===== config.mk =====
export PLATFORM = sky130hd
export DESIGN_NAME = cpu_bus_ctrl
export DESIGN_NICKNAME = d
export VERILOG_FILES = /design/src/rtl/cpu_bus_ctrl.sv
export SDC_FILE = /design/constraint.sdc
export NUM_CORES = 1
export LEC_CHECK = 0
export BUFFER_PORTS_ARGS = -buffer_cell sky130_fd_sc_hd__buf_2
export CAP_MARGIN = 20
export CORE_UTILIZATION = 40
export CTS_CLUSTER_DIAMETER = 80
export DETAILED_ROUTE_END_ITERATION = 16
export PLACE_DENSITY_LB_ADDON = 0.05
export SLEW_MARGIN = 10
export SYNTH_ARGS = -nofsm -noshare
export SYNTH_HDL_FRONTEND = slang
export SYNTH_SLANG_ARGS = --single-unit

===== constraint.sdc =====
create_clock -name clk -period 5 [get_ports clk]
set_input_delay 1 -clock clk [delete_from_list [all_inputs] [get_ports clk]]
set_output_delay 1 -clock clk [all_outputs]
set_load 0.01 [all_outputs]

===== src/rtl/cpu_bus_ctrl.sv =====
// cpu_bus_ctrl: CPU-side address decode, read-return/open-bus steering and sprite DMA.
// One CPU cycle per clock; every slave returns read data one cycle after its address.
module cpu_bus_ctrl #(
   parameter int          RAM_ADDR_BITS = 11,
   parameter int          DMA_LEN       = 256,
   parameter logic [15:0] DMA_REG       = 16'h4014,
   parameter logic [2:0]  DMA_DST_REG   = 3'd4
) (
   input  logic                     clk,
   input  logic                     reset,
   input  logic [15:0]              cpu_ab,
   input  logic [7:0]               cpu_do,
   input  logic                     cpu_we,
   output logic [7:0]               cpu_di,
   output logic                     cpu_rdy,
   output logic [RAM_ADDR_BITS-1:0] ram_addr,
   output logic                     ram_we,
   output logic [7:0]               ram_wdata,
   input  logic [7:0]               ram_rdata,
   output logic [2:0]               ppu_reg,
   output logic                     ppu_we,
   output logic                     ppu_re,
   output logic [7:0]               ppu_wdata,
   input  logic [7:0]               ppu_rdata,
   output logic [4:0]               io_addr,
   output logic                     io_we,
   output logic                     io_re,
   output logic [7:0]               io_wdata,
   input  logic [7:0]               io_rdata,
   output logic [14:0]              prg_addr,
   output logic                     prg_we,
   output logic [7:0]               prg_wdata,
   input  logic [7:0]               prg_rdata,
   output logic                     dma_busy
);
   typedef enum logic [2:0] {ST_IDLE, ST_HALT, ST_ALIGN, ST_READ, ST_WRITE} dma_state_t;
   typedef enum logic [2:0] {SEL_NONE, SEL_RAM, SEL_PPU, SEL_IO, SEL_PRG} sel_t;

   localparam logic [7:0] IDX_LAST = 8'(DMA_LEN - 1);

   dma_state_t  state_r, state_nxt_s;
   sel_t        sel_r, sel_s;
   logic [7:0]  page_r, idx_r, ob_r, cpu_di_s;
   logic        parity_r;
   logic [15:0] m_addr_s;
   logic        m_rd_s, m_wr_s, dma_trig_s;

   // The DMA trigger register reads as open bus wherever it sits in the map.
   function automatic sel_t decode(input logic [15:0] a);
      sel_t s;
      if (a == DMA_REG)               s = SEL_NONE;
      else if (a[15:13] == 3'b000)    s = SEL_RAM;
      else if (a[15:13] == 3'b001)    s = SEL_PPU;
      else if (a[15:5] == 11'h200)    s = SEL_IO;
      else if (a[15] == 1'b1)         s = SEL_PRG;
      else                            s = SEL_NONE;
      return s;
   endfunction

   // Bus master selection: CPU in IDLE, DMA engine in READ, nobody otherwise.
   always_comb begin
      m_addr_s = cpu_ab;
      m_rd_s   = 1'b0;
      m_wr_s   = 1'b0;
      if (!reset && state_r == ST_IDLE) begin
         m_rd_s = !cpu_we;
         m_wr_s = cpu_we;
      end else if (!reset && state_r == ST_READ) begin
         m_addr_s = {page_r, idx_r};
         m_rd_s   = 1'b1;
      end else begin
         m_rd_s = 1'b0;
         m_wr_s = 1'b0;
      end
   end

   assign sel_s      = (m_rd_s || m_wr_s) ? decode(m_addr_s) : SEL_NONE;
   assign dma_trig_s = !reset && (state_r == ST_IDLE) && cpu_we && (cpu_ab == DMA_REG);

   // Read-return mux; unselected cycles replay the open-bus latch.
   always_comb begin
      case (sel_r)
         SEL_RAM: cpu_di_s = ram_rdata;
         SEL_PPU: cpu_di_s = ppu_rdata;
         SEL_IO:  cpu_di_s = io_rdata;
         SEL_PRG: cpu_di_s = prg_rdata;
         default: cpu_di_s = ob_r;
      endcase
   end

   assign cpu_di    = cpu_di_s;
   assign cpu_rdy   = (state_r == ST_IDLE);
   assign dma_busy  = (state_r != ST_IDLE);

   assign ram_addr  = m_addr_s[RAM_ADDR_BITS-1:0];
   assign ram_we    = m_wr_s && (sel_s == SEL_RAM);
   assign ram_wdata = cpu_do;

   assign ppu_reg   = (state_r == ST_WRITE) ? DMA_DST_REG : m_addr_s[2:0];
   assign ppu_we    = (m_wr_s && (sel_s == SEL_PPU)) || (state_r == ST_WRITE);
   assign ppu_re    = m_rd_s && (sel_s == SEL_PPU);
   assign ppu_wdata = (state_r == ST_WRITE) ? cpu_di_s : cpu_do;

   assign io_addr   = m_addr_s[4:0];
   assign io_we     = m_wr_s && (sel_s == SEL_IO);
   assign io_re     = m_rd_s && (sel_s == SEL_IO);
   assign io_wdata  = cpu_do;

   assign prg_addr  = m_addr_s[14:0];
   assign prg_we    = m_wr_s && (sel_s == SEL_PRG);
   assign prg_wdata = cpu_do;

   // DMA next-state logic; ALIGN pads the transfer onto the right CPU cycle parity.
   always_comb begin
      state_nxt_s = state_r;
      case (state_r)
         ST_IDLE:  if (dma_trig_s) state_nxt_s = ST_HALT; else state_nxt_s = ST_IDLE;
         ST_HALT:  if (parity_r) state_nxt_s = ST_ALIGN; else state_nxt_s = ST_READ;
         ST_ALIGN: state_nxt_s = ST_READ;
         ST_READ:  state_nxt_s = ST_WRITE;
         ST_WRITE: if (idx_r == IDX_LAST) state_nxt_s = ST_IDLE; else state_nxt_s = ST_READ;
         default:  state_nxt_s = ST_IDLE;
      endcase
   end

   // State, registered select, open-bus latch, parity toggle and DMA counters.
   always_ff @(posedge clk or posedge reset) begin
      if (reset) begin
         state_r  <= ST_IDLE;
         sel_r    <= SEL_NONE;
         ob_r     <= 8'h00;
         parity_r <= 1'b0;
         page_r   <= 8'h00;
         idx_r    <= 8'h00;
      end else begin
         state_r  <= state_nxt_s;
         sel_r    <= sel_s;
         ob_r     <= cpu_di_s;
         parity_r <= ~parity_r;
         if (dma_trig_s) begin
            page_r <= cpu_do;
            idx_r  <= 8'h00;
         end else if (state_r == ST_WRITE) begin
            idx_r  <= (idx_r == IDX_LAST) ? 8'h00 : idx_r + 8'h01;
         end else begin
            idx_r  <= idx_r;
         end
      end
   end
endmodule


# --- Yosys cells after proc, flatten, opt, wreduce, memory -nomap -nowiden ---
# Cells that the tools add are included.
word_totals:
  in_bits: 59
  reg_bits: 31
  output_inout_bits: 82
  word_cells: 64
classes:
  eq_ne: 17
  bitwise_logic: 1
  mux: 21
  addsub: 1
  n_reduce_logical: 18
op_table:
  columns: ["op", "n"]
  rows:
  - ["equality test 16 x 15 -> 1 bit, second input constant", 2]
  - ["2-to-1 mux 16 bit", 2]
  - ["2-to-1 mux 8 bit", 4]
  - ["one-hot mux 8 bit (4 select lines)", 1]
  - ["2-to-1 mux 3 bit", 7]
  - ["equality test 3 x 2 -> 1 bit, second input constant", 6]
  - ["one-hot mux 3 bit (5 select lines)", 1]
  - ["equality test 3 x 1 -> 1 bit, second input constant", 4]
  - ["equality test 11 x 10 -> 1 bit, second input constant", 1]
  - ["logical AND 1 bit", 10]
  - ["equality test 3 bit, second input constant", 3]
  - ["adder 8 x 1 -> 8 bit, second input constant", 1]
  - ["equality test 8 bit, second input constant", 1]
  - ["logical NOT 3 bit", 2]
  - ["2-to-1 mux 1 bit", 5]
  - ["nonzero test 3 bit", 1]
  - ["logical NOT 1 bit", 2]
  - ["logical OR 1 bit", 2]
  - ["2-to-1 mux 2 bit", 1]
  - ["nonzero test 2 bit", 1]
  - ["inverter 1 bit", 1]

# --- Depth between registers and ports, before layout ---
logic_depth:
  depth_word: 13
  mapped_depth: 6
  ltp_nobuf: 5

# --- Worst setup path before layout ---
# OpenSTA, ideal clock, no wires.
synth_path:
  kind: "input to output"
  startpoint: "in reset"
  endpoint: "out prg_addr[3]"
  n_path_buf: 3
  arrival_ns: 2.224
  cell_stages: 5
  path_slack_ns: 1.776
  path_cell_list: "and4bb_2 clkbuf_8 buf_2 mux2_2 buf_4"
synth_via:
  elab_chain_len: 4
synth_rtl:
  columns: ["item", "line", "text"]
  rows:
  - ["start: declaration", "10", "input logic reset,"]
  - ["logical NOT 1 bit (no line) *", null, null]
  - ["logical AND 1 bit", "68", "end else if (!reset && state_r == ST_READ) begin"]
  - ["2-to-1 mux 16 bit", "68", null]
  - ["2-to-1 mux 16 bit *", "65", "if (!reset && state_r == ST_IDLE) begin"]
  - ["end: declaration", "30", "output logic [14:0] prg_addr,"]
# Every way passes the cells marked *; elsewhere a longest branch is shown, timed or not.

# --- Worst setup path after layout ---
layout_path:
  startpoint: "in reset"
  endpoint: "out io_we"
layout_via:
  elab_chain_len: 12
layout_rtl:
  columns: ["item", "line", "text"]
  rows:
  - ["logical NOT 1 bit (no line) *", null, null]
  - ["logical AND 1 bit", "68", null]
  - ["2-to-1 mux 16 bit", "68", null]
  - ["2-to-1 mux 16 bit", "65", null]
  - ["equality test 11 x 10 -> 1 bit / 2-to-1 mux 3 bit (equally long branches)", "54, 55", null]
  - ["2-to-1 mux 3 bit", "54", "else if (a[15:5] == 11'h200) s = SEL_IO;"]
  - ["2-to-1 mux 3 bit", "53", "else if (a[15:13] == 3'b001) s = SEL_PPU;"]
  - ["2-to-1 mux 3 bit", "52", "else if (a[15:13] == 3'b000) s = SEL_RAM;"]
  - ["2-to-1 mux 3 bit", "51", "if (a == DMA_REG) s = SEL_NONE;"]
  - ["2-to-1 mux 3 bit", "77", "assign sel_s = (m_rd_s || m_wr_s) ? decode(m_addr_s) : SEL_NONE;"]
  - ["equality test 3 x 2 -> 1 bit", "105", "assign io_we = m_wr_s && (sel_s == SEL_IO);"]
  - ["logical AND 1 bit *", "105", null]
  - ["end: declaration", "26", "output logic io_we,"]
# Marked as above.

==> summary.md <==
| Metric | Value |
|---|---|
| Vias/cell | `5.20` |
| CORE AREA | `6350 sq um` |
| Full die area | `6890 sq um` |
| Net Switching | `546 uW` |
| Input/output buffers | `140` |
| CP max FO | `23` |
| RSZ-0062 raised after global routing | `no` |
| Mapped Area | `2630 sq um` |
| Die X | `83.0 microns` |
| Post-DRT Antenna Nets | `0` |
| Netlist cell types | `45` |
| Post-DP HPWL | `approximately 5400 microns` |
| Largest family of logic cells by synthesized area | `simple AND/OR/NAND/NOR gates` |
| Worst Skew | `0.000786 ns` |
| Layout cells sized above 1 | `48.6%` |
| PD cells | `around 410 nW/um^2` |
| Hold Path Class | `reg -> reg` |
| Row count | `29` |
| H-Tree Depth | `2` |
| Sequential-to-total area share from yosys stat | `29.5%` |
| Ys flop type | `dfrtp_1` |
| Int Power | `approximately 730 uW` |
| P_leak | `~0.0015 uW` |
| Area of the multi-input gates | `1440 sq um` |
| Syn Inst Count | `300` |
| Critical path capture point type | `primary output` |
| Grt total ovfl | `0` |
| First-pass GRT wire length | `approximately 11000 microns` |
| Initial antenna violation count | `0` |
| Hold violation count in the final report | `0` |
| CP Launch Type | `primary input` |
| Final nets | `452` |
| Worst-margin pin slew | `slightly below 1 ns` |
| Final setup fails | `0` |
| Part of the power in combinational logic | `between 40% and 50%` |
| GPL Wtd Cong | `0.780` |
| Sequential power share | `35.8%` |
| Max cap viols | `0` |
| Setup_tns | `0 ns` |
| Reg clk slew, reported paths | `0.07 ns` |
| Die H | `83.0 microns` |
| Syn_area_per_cell | `8.75 sq um` |
| Number of post-CTS setup repair buffers | `0` |
| Largest net degree at the start of global routing | `33` |
| Hold buffers post-CTS | `0` |
| Syn nets | `360` |
| Relative slew slack | `33.7%` |
| GRT Overall Usage | `21.0%` |
| Post-CTS sizing | `0` |
| Post-layout util | `49.5%` |
| Vias in the first global route | `2209` |
| Detailed Route WL | `7210 microns` |
| Slew Limit Fails | `0` |
| Crit path arrival time | `2.62 ns` |
| Clk sinks | `31` |
| Area grow syn2layout | `19.7%` |
| TritonRoute pass-1 iters | `4` |
| XOR/XNOR Fraction of Synth Area | `0.667%` |
| Antenna diodes | `0` |
| Bufs on Longest Clock Path | `2` |
| Fmax | `0.277 GHz` |
| Synth warnings | `0` |
| Yosys reg bits | `31` |
| Worst-skew pair later-pin latency | `0.28 ns` |
| Sequential cell area | `776 sq um` |
| Data required, critical path | `4.00 ns` |
| Clock root cell | `clkbuf_8` |
| Fraction of registers with async set/reset | `100%` |
| Status | `finished clean` |
| Synth Area in Compound Gates | `16.1%` |
| Sw frac | `42.7%` |
| Number of fill cells | `644` |
| Routed length per instance | `15.3 microns` |
| Crit path kind | `in -> out` |
| Initial Util | `41.4%` |
| Post-synthesis mux area share | `13.7%` |
| # DRC | `0` |
| Initial DRC count | `around 140` |
| Clock Power Share | `17.2%` |
| Adder-cell share of the synthesized area | `0.476%` |
| EDFF count, synth | `0` |
| IO Pins | `between 100 and 150` |
| Max IR drop VDD | `0.000219 V` |
| CTS tree | `built` |
| Via count | `2445` |
| Ratio of final minimum period to clock period | `72.3%` |
| Final min period | `3.62 ns` |
| Simple-gate share of the synthesized area | `23.8%` |
| Num CTS Buffers | `5` |
==> power by group through the flow <==
| stage | Sequential (uW) | Clock (uW) | Combinational (uW) |
|---|---|---|---|
| after floorplan | 389 | 0 | 501 |
| after global placement | 461 | 0 | 599 |
| after detailed placement | 463 | 0 | 604 |
| after CTS | 458 | 227 | 606 |
| after global routing | 477 | 239 | 666 |
| final | 459 | 221 | 601 |
==> Yosys cell counts, types with 3 or more instances <==
| master | number | area, sq um |
|---|---|---|
| buf_2 | 4 | 20.0 |
| a211oi_1 | 9 | 67.6 |
| o31ai_1 | 8 | 60.1 |
| buf_4 | 43 | 323 |
| nor2_1 | 14 | 52.6 |
| a31oi_1 | 6 | 37.5 |
| nor3_1 | 18 | 90.1 |
| a21oi_1 | 7 | 35.0 |
| and2_1 | 9 | 56.3 |
| nor4_1 | 4 | 25.0 |
| inv_1 | 7 | 26.3 |
| nand3_1 | 4 | 20.0 |
| nand2_1 | 19 | 71.3 |
| o21a_1 | 9 | 67.6 |
| mux2_2 | 32 | 360 |
| clkbuf_1 | 8 | 30.0 |
| nor2b_1 | 9 | 56.3 |
| nand2b_1 | 3 | 18.8 |
| dfrtp_1 | 31 | 776 |
| nor4b_1 | 3 | 26.3 |
| o21ai_0 | 21 | 105 |
| and3_1 | 4 | 25.0 |
==> path summary, 6_finish.rpt <==
| path | startpoint | endpoint | slack, ns | depth (start not counted) |
|---|---|---|---|---|
| min | parity_r | parity_r | 0.42 | 1 |
| max | reset | io_we | 1.38 | 6 |
| max reg2reg | state_r[1] | idx_r[7] | 2.75 | 4 |
| min reg2reg | parity_r | parity_r | 0.42 | 1 |
| max in group asynchronous | reset | page_r[0] | 3.86 | 3 |
| min in group asynchronous | reset | parity_r | 0.83 | 3 |
==> layout by cell type, fill, tap and decap left out, types with 2 or more instances in the layout <==
master    count
buf_2       140
mux2_2       32
dfrtp_1      31
o21ai_0      21
nand2_1      19
nor3_1       18
nor2_1       14
nor2b_1       9
and2_1        9
a211oi_1      9
o21a_1        9
o31ai_1       8
inv_1         7
a21oi_1       7
clkbuf_8      7
a31oi_1       6
nand3_1       4
and3_1        4
nor4_1        4
nand2b_1      3
nor4b_1       3
nor2_2        2
nand3_2       2
xnor2_1       2
and4_1        2
and2_0        2
==> through the flow <==
| step | hold slack, ns | total power, uW | instance area [sq um] | cells | setup WS (ns) |
|---|---|---|---|---|---|
| 2_1_floorplan | 0.383 | 890 | 2630 | 300 | 1.78 |
| 3_3_place_gp | 0.396 | 1060 | 3040 | 462 | 1.37 |
| 3_5_place_dp | 0.412 | 1070 | 3040 | 462 | 1.36 |
| 4_1_cts | 0.422 | 1290 | 3140 | 470 | 1.34 |
| 5_1_grt | 0.422 | 1380 | 3140 | 470 | 1.24 |
| 6_report | 0.421 | 1280 | 3140 | 470 | 1.38 |
==> worst max-delay path, stage by stage <==
cell and delay (ns):
buf_2 0.12, and4bb_2 0.65, and4_1 0.34, a31oi_1 0.06
nor4_1 0.25, buf_2 0.18
==> layout make-up <==
type | count | area share [%]
multi-input cells | 206 | 45.7
inverters | 7 | 0.836
clock buffers | 8 | 3.18
well taps | 77 | 3.06
repair buffers | 141 | 22.5
flip-flops and latches | 31 | 24.7
==> per-layer routing <==
| metal | routed length, microns | GRT usage (%) | up-vias |
|---|---|---|---|
| met4 | 68 | 6.11 | 0 |
| met2 | 3340 | 32.7 | 83 |
| met1 | 3440 | 30.1 | 1132 |
| met3 | 365 | 3.08 | 6 |
| met5 | 0 | 0 | - |
| li1 | - | - | 1224 |
==> registers in the layout, indices dropped and copies added (netlist names) <==
signal    flops
idx_r         8
state_r       3
sel_r         3
page_r        8
parity_r      1
ob_r          8
==> logic make-up after synthesis <==
family / Yosys count
AND/OR/NAND/NOR: 106
AO/OA/AOI/OAI: 65
buffers and inverters: 63
multiplexers: 32
flip-flops: 31
XOR/XNOR: 2
adder cells (fa/ha/maj): 1
Power figures use the tool's default switching activity.
